File: config.mk
export PLATFORM = sky130hd
export DESIGN_NAME = inst_fetch_bridge
export DESIGN_NICKNAME = d
export VERILOG_FILES = /design/src/rtl/inst_fetch_bridge.sv
export SDC_FILE = /design/constraint.sdc
export NUM_CORES = 1
export LEC_CHECK = 0
export ABC_AREA = 0
export CAP_MARGIN = 20
export CORE_ASPECT_RATIO = 0.7
export CORE_MARGIN = 3
export CORE_UTILIZATION = 44
export CTS_CLUSTER_DIAMETER = 80
export CTS_CLUSTER_SIZE = 30
export DETAILED_ROUTE_END_ITERATION = 6
export PLACE_DENSITY = 0.74
export SKIP_LAST_GASP = 1
export SLEW_MARGIN = 20
export SYNTH_ARGS = -nofsm -noshare
export SYNTH_HDL_FRONTEND = slang
export SYNTH_SLANG_ARGS = --single-unit
File: constraint.sdc
create_clock -name clk -period 2.32 [get_ports clk]
set_input_delay 0.232 -clock clk [delete_from_list [all_inputs] [get_ports clk]]
set_output_delay 0.232 -clock clk [all_outputs]
set_load 0.01 [all_outputs]
File: src/rtl/inst_fetch_bridge.sv
// Word-fetch responder: four little-endian byte reads from a synchronous byte memory.
// Define FETCH_BRIDGE_LASTWORD_EN to add a one-entry last-word cache.
module inst_fetch_bridge #(
    parameter int ADDR_W = 17,
    parameter int RD_LAT = 1
) (
    input  logic              clk,
    input  logic              rst,
    input  logic              rom_ce,
    input  logic [31:0]       rom_addr,
    output logic [31:0]       rom_data,
    output logic              rom_rdy,
    output logic [ADDR_W-1:0] mem_a,
    output logic              mem_re,
    input  logic [7:0]        mem_din
);

    localparam int WW = ADDR_W - 2;

    typedef enum logic [1:0] {
        IDLE,
        ISSUE,
        DRAIN
    } state_t;

    state_t            state;
    logic [WW-1:0]     w_q;
    logic [1:0]        iss_k;
    logic [2:0]        cap_n;
    logic [RD_LAT-1:0] cap_sr;
    logic [23:0]       shadow;

    logic [WW-1:0] req_w;
    logic          abort;
    logic          cap_fire;
    logic [1:0]    nxt_k;
    logic [RD_LAT:0] sr_n;
    logic          unused_bits;

    assign req_w       = rom_addr[ADDR_W-1:2];
    assign abort       = !rom_ce || (req_w != w_q);
    assign cap_fire    = cap_sr[RD_LAT-1];
    assign nxt_k       = iss_k + 2'd1;
    assign sr_n        = {cap_sr, state == ISSUE};
    assign unused_bits = ^{rom_addr[31:ADDR_W], rom_addr[1:0]};

`ifdef FETCH_BRIDGE_LASTWORD_EN
    logic          tag_v;
    logic [WW-1:0] tag_w;
    logic [31:0]   tag_d;
    logic          hit;
    assign hit = tag_v && (tag_w == req_w);
`endif

    always_ff @(posedge clk or negedge rst) begin
        if (!rst) begin
            state    <= IDLE;
            w_q      <= '0;
            iss_k    <= '0;
            cap_n    <= '0;
            cap_sr   <= '0;
            shadow   <= '0;
            rom_data <= '0;
            rom_rdy  <= 1'b0;
            mem_a    <= '0;
            mem_re   <= 1'b0;
`ifdef FETCH_BRIDGE_LASTWORD_EN
            tag_v    <= 1'b0;
            tag_w    <= '0;
            tag_d    <= '0;
`endif
        end else begin
            rom_rdy <= 1'b0;
            case (state)
                IDLE: begin
                    // a hit pulse is answered in IDLE; skip one sample so it stays one cycle
                    if (rom_ce && !rom_rdy) begin
`ifdef FETCH_BRIDGE_LASTWORD_EN
                        if (hit) begin
                            rom_data <= tag_d;
                            rom_rdy  <= 1'b1;
                        end else begin
                            w_q    <= req_w;
                            mem_a  <= {req_w, 2'b00};
                            mem_re <= 1'b1;
                            iss_k  <= 2'd0;
                            cap_n  <= 3'd0;
                            cap_sr <= '0;
                            state  <= ISSUE;
                        end
`else
                        w_q    <= req_w;
                        mem_a  <= {req_w, 2'b00};
                        mem_re <= 1'b1;
                        iss_k  <= 2'd0;
                        cap_n  <= 3'd0;
                        cap_sr <= '0;
                        state  <= ISSUE;
`endif
                    end
                end
                ISSUE, DRAIN: begin
                    if (abort) begin
                        // in-flight bytes are dropped with the flushed shift register
                        state  <= IDLE;
                        mem_re <= 1'b0;
                        cap_sr <= '0;
                        cap_n  <= 3'd0;
                    end else begin
                        cap_sr <= sr_n[RD_LAT-1:0];
                        if (cap_fire) begin
                            cap_n <= cap_n + 3'd1;
                            if (cap_n == 3'd3) begin
                                rom_data <= {mem_din, shadow};
                                rom_rdy  <= 1'b1;
`ifdef FETCH_BRIDGE_LASTWORD_EN
                                tag_v <= 1'b1;
                                tag_w <= w_q;
                                tag_d <= {mem_din, shadow};
`endif
                            end else begin
                                shadow[{cap_n[1:0], 3'b000} +: 8] <= mem_din;
                            end
                        end
                        if (state == ISSUE) begin
                            if (iss_k == 2'd3) begin
                                mem_re <= 1'b0;
                                state  <= DRAIN;
                            end else begin
                                mem_a <= {w_q, nxt_k};
                                iss_k <= nxt_k;
                            end
                        end else if (rom_rdy) begin
                            state <= IDLE;
                        end
                    end
                end
                default: state <= IDLE;
            endcase
        end
    end

endmodule
* Word level (Yosys, flattened, before mapping) *
Index checks and enable logic that the tools add are counted.

storage, ports and cells
  bits of input ports = 43
  output and inout bits = 51
  word-level logic and storage cells = 79
  memory bits (writable) = 0
  ROM bits = 0
  memories kept = 0
  latch bits = 0
  bits in registers = 98

operators by class
  equal/unequal tests = 14
  divide/modulo/power cells = 0
  $mul = 0
  shift operators = 2
  reductions and logical operators = 15
  bitwise operators = 2
  mux-type cells = 33
  $add $sub $neg = 3
  $lt $le $gt $ge = 0

operator list
  cell                    number
  $mux 17                 4
  $pmux 17 s2             1
  $bwmux 24               1
  $shift 8x7->24 const A  1
  $shiftx 8x7->24         1
  $mux 2                  9
  $ne 15x15->1            1
  $reduce_and 4->1        3
  $mux 1                  10
  $mux 3                  3
  $ne 3x3->1 const B      3
  $ne 2x2->1 const B      4
  $ne 4x4->1 const B      2
  $pmux 2 s2              2
  $neg 5->7               1
  $pmux 3 s2              1
  $reduce_and 3->1        2
  $reduce_and 5->1        1
  $eq 2x2->1 const B      2
  $pmux 1 s2              2
  $reduce_and 2->1        2
  $add 3x1->3 const B     1
  $eq 3x2->1 const B      1
  $add 2x1->2 const B     1
  8 further kinds         10

* Logic depth before layout (Yosys ltp) *
  depth after elaboration = 5
  mapped depth = 10
  depth with buffers taken out = 7

* Worst setup path after synthesis *
Ideal clock, no wire load.

  path type = reg-to-reg
  from = register state[0]
  to = register mem_a[13]
  buffers on the path = 3
  setup slack = 209 ps
  arrival = 1983 ps
  stages on the path, launching flop included = 10
  required time = 2192 ps
  setup time = 128 ps
  period minus slack after synthesis = 2111 ps
  cell sequence = dfrtp_1 -> inv_1 -> ha_1 -> clkbuf_1 -> nand2b_1 -> a21o_1 -> clkbuf_1 -> buf_1 -> mux2i_1 -> nand3_1

on the way
  longest elaborated chain between the ends = 4

RTL lines
  what                                                                     line     source
  from (decl)                                                              26       state_t state;
  from (signal assigned)                                                   57       state <= IDLE;
  from (signal assigned)                                                   98       state <= ISSUE;
  from (signal assigned)                                                   105      state <= IDLE;
  $eq 2x1->1 / $eq 2x2->1 (equally long branches)                          74, 125
  $reduce_or 2->1                                                          74       case (state)
  $ne 2x2->1 (no source line) / $reduce_bool 2->1 (equally long branches)  -
  $reduce_and 5->1 (no source line)                                        -
  to (signal assigned)                                                     93       mem_a <= {req_w, 2'b00};
  to (signal assigned)                                                     130      mem_a <= {w_q, nxt_k};
  to (decl)                                                                13       output logic [ADDR_W-1:0] mem_a,

Parallel ways exist; a longest one is shown, timed or not.
A chain may end at the register's enable or synchronous reset.

* Worst setup path after layout *
  from = register w_q[0]
  to = register shadow[8]

on the way
  longest elaborated chain between the ends = 4

RTL lines
  what                               line  source
  from (decl)                        27    logic [WW-1:0] w_q;
  from (signal assigned)             92    w_q <= req_w;
  $ne 15x15->1                       41    assign abort = !rom_ce || (req_w != w_q);
  $logic_or 1x1->1                   41
  $not 1->1 (no source line)         -
  $reduce_and 4->1 (no source line)  -
  to (signal, indexed assignment)    122   shadow[{cap_n[1:0], 3'b000} +: 8] <= mem_din;
  to (decl)                          31    logic [23:0] shadow;

No other way between the ends.

==> results.sh <==
export IMPL_drc=0
export IMPL_antenna_cells_inserted=0
export IMPL_routed_wirelength_mm=11.1
export IMPL_grt_pass1_wl_mm=18.4
export IMPL_cts_htree_levels=3
export IMPL_synth_sequential_area_ratio_pct=48.1
export IMPL_core_rowCount=31
export IMPL_area_delta_synth_final_pct=28.6
export IMPL_cp_max_fo=16
export IMPL_power_density_nw_per_um2=1020
export IMPL_setup_repair_after_global_routing_missed_its_margin="no"
export IMPL_irDropWorstVdd_mv=0.638
export IMPL_endpoint_kind="flop"
export IMPL_coreArea_um2=10700
export IMPL_drt_pass1_iterations=4
export IMPL_synth_avg_cell_area_um2=10.9
export IMPL_insertion_delay_to_the_later_sink_of_the_worst_skew_pair_ps=340
export IMPL_post_route_min_period_ps=2100
export IMPL_async_flop_share_pct=100
export IMPL_clock_tree_from_tritoncts="built"
export IMPL_post_route_cells_drive_above_1_share_pct=18.2
export IMPL_cts_path_max_buffers=2
export IMPL_via_count_of_the_first_global_routing_pass=3742
export IMPL_maxSlewViolCount=0
export IMPL_placed_cell_areas_um2=6120
export IMPL_timing_max_cap_violations=0
export IMPL_design_area_um2=6420
export IMPL_synth_cell_type_count=38
export IMPL_regToRegSetupSlack_ps=220
export IMPL_hold_buffers=1
export IMPL_synth_area_top_cells="sky130_fd_sc_hd__dfrtp_1 (48%), sky130_fd_sc_hd__mux2i_1 (11%), sky130_fd_sc_hd__mux2_2 (10%), sky130_fd_sc_hd__nand2_1 (3.7%), sky130_fd_sc_hd__inv_1 (2.7%)"
export IMPL_achievable_frequency_mhz=475
export IMPL_grt_antenna_before_repair=0
export IMPL_clk_root_buffer_cell="sky130_fd_sc_hd__clkbuf_16"
export IMPL_fp_dieW_um=133
export IMPL_synthMostInstantiatedCell="sky130_fd_sc_hd__dfrtp_1"
export IMPL_placed_cells_incl_taps=686
export IMPL_synth_top_area_cell="sky130_fd_sc_hd__dfrtp_1"
export IMPL_yosysWarningCount=0
export IMPL_slew_worst_pin_ps=524
export IMPL_slew_headroom_pct=65.0
export IMPL_initial_standard_cell_utilization_of_the_core_pct=46.6
export IMPL_yosysTopAreaCellShare_pct=48.1
export IMPL_critical_path_required_ps=2580
export IMPL_run_status="finished clean"
export IMPL_grt_max_degree=40
export IMPL_nNetsFinal=603
export IMPL_boundaryPins=94
export IMPL_avgRoutedWirePerCell_um=15.8
export IMPL_timing_final_setup_violations=0
export IMPL_filler_cell_count=908
export IMPL_dr_first_iter_drc_count=132
export IMPL_dr_total_vias=3567
export IMPL_numClockSinks=96
export IMPL_post_synth_instance_area_um2=4990
export IMPL_io_buffer_count=76
export IMPL_ctsResizeCount=0
export IMPL_floorplan_die_area_um2=12700
export IMPL_r2r_start="w_q[0]"
export IMPL_clock_skew_final_ps=7.70
export IMPL_rr_endpoint="shadow[8]"
export IMPL_synth_common_cells="sky130_fd_sc_hd__dfrtp_1 (96), sky130_fd_sc_hd__mux2i_1 (56), sky130_fd_sc_hd__nand2_1 (49), sky130_fd_sc_hd__mux2_2 (45), sky130_fd_sc_hd__inv_1 (36)"
export IMPL_detailed_place_hpwl_mm=8.06
export IMPL_startpoint_type="flop"
export IMPL_power_leakage_uw=0.00295
export IMPL_r2r_worst_path_cells=7
export IMPL_worst_endpoint_arrival_ps=2360
export IMPL_syn_inst=457
export IMPL_number_of_flops_mapped_to_enable_cells_by_yosys=0
export IMPL_cts_reportedPaths_clkPinSlew_ps=70
export IMPL_worst_hold_path_type="input pin to asynchronous set/reset pin"
export IMPL_drtAntennaViolNets=0
export IMPL_gr_total_overflow=0
export IMPL_syn_nets=510
export IMPL_grt_use_total_pct=18.0
export IMPL_layoutNonFillerInstCount=703
export IMPL_routabilityCongestion=0.820
export IMPL_synth_ff_latch_count=96
export IMPL_kind_of_critical_path="flop to flop"
export IMPL_drt_vias_per_instance=5.07
export IMPL_synth_flop_cell="sky130_fd_sc_hd__dfrtp_1"
export IMPL_cts_inserted_buffers=9
export IMPL_cts_setup_buffers=0
export IMPL_floorplan_die_height_um=95.1
export IMPL_fin_crit_sh_pct=90.7
export IMPL_timing_final_hold_violations=0
==> sequential cells by signal, summed over array words and instances (netlist names) <==
name      count
w_q          15
cap_n         3
shadow       24
mem_re        1
mem_a        17
cap_fire      1
rom_rdy       1
rom_data     32
state         2
==> logic make-up (layout without fill, tap and decap cells) <==
logic type,count (synthesis),in the layout,share of synthesized area (%)
buffers and inverters,60,158,4.76
flip-flops,96,96,48.1
XOR/XNOR,15,15,2.63
adder cells (fa/ha/maj),10,10,2.51
multiplexers,103,103,21.8
AO/OA/AOI/OAI,35,35,4.01
AND/OR/NAND/NOR,138,138,16.1
==> cells in the final DEF (no fill, tap or decap), drive strengths merged, types with 2 or more instances in the layout <==
master / instances
nand3: 18
buf: 30
nor3: 18
inv: 39
clkinvlp: 3
nand4: 2
clkdlybuf4s50: 75
clkbuf: 9
nor4b: 3
ha: 10
dfrtp: 96
nor2: 2
nor2b: 15
a21o: 4
a21oi: 19
xor2: 15
mux2: 47
and2: 17
o21ai: 7
mux2i: 56
nor4: 7
nor3b: 3
nand2: 49
==> area by class of cell <==
type / count / area, um^2 / share of cell area, %
flip-flops and latches: 96 / 2400 / 37.4
clock inverters: 7 / 65.1 / 1.01
inverters: 36 / 135 / 2.11
multi-input cells: 301 / 2360 / 36.7
clock buffers: 9 / 225 / 3.51
well taps: 148 / 185 / 2.89
repair buffers: 106 / 1050 / 16.3
==> metal layers <==
layer / routed length, um / track usage [%] / share of wire (%) / vias to the layer above
met5: 0 / 0 / 0 / -
met3: 429 / 3.64 / 3.9 / 7
li1: - / - / - / 1736
met1: 5320 / 25.1 / 48 / 1764
met2: 5300 / 29.8 / 48 / 60
met4: 65 / 3.60 / 0.59 / 0
==> power by group <==
group          total, uW  switching, uW  internal (uW)
clock               1430            681            751
combinational       2850           1480           1370
sequential          2250            272           1980
total               6530           2430           4100
==> how the worst max path moves through the flow <==
stage                            from   endpoint  slack [ps]  cells past startpoint
after floorplan              state[0]  mem_a[13]         210                      9
after global placement    rom_addr[2]   mem_a[1]         -40                      7
after detailed placement  rom_addr[2]   state[0]        -100                      8
after CTS                      w_q[0]  shadow[8]         190                      7
after global routing           w_q[3]   state[0]          20                      7
final                          w_q[0]  shadow[8]         220                      7
==> critical path: stages, from the launching register on <==
cell                      delay [ps]
sky130_fd_sc_hd__dfrtp_1         410
sky130_fd_sc_hd__xor2_1          200
sky130_fd_sc_hd__nor4_4          390
sky130_fd_sc_hd__nand4_4         170
sky130_fd_sc_hd__buf_4           260
sky130_fd_sc_hd__nor4_4          210
sky130_fd_sc_hd__buf_12          180
sky130_fd_sc_hd__mux2i_1         200
==> per-stage QoR <==
stage | setup TNS (ps) | setup WS, ps | util, % | power, uW | hold slack [ps]
finish | 0 | 216 | 59.9 | 6530 | 419
global placement | -1090 | -40.4 | 57.1 | 5000 | 245
CTS | 0 | 192 | 59.9 | 6580 | 429
detailed placement | -4970 | -97.9 | 57.1 | 5120 | 245
floorplan | 0 | 209 | - | 4170 | -63.6
global route | 0 | 17.2 | 59.9 | 6970 | 444
(Power assumes the default switching activity.)
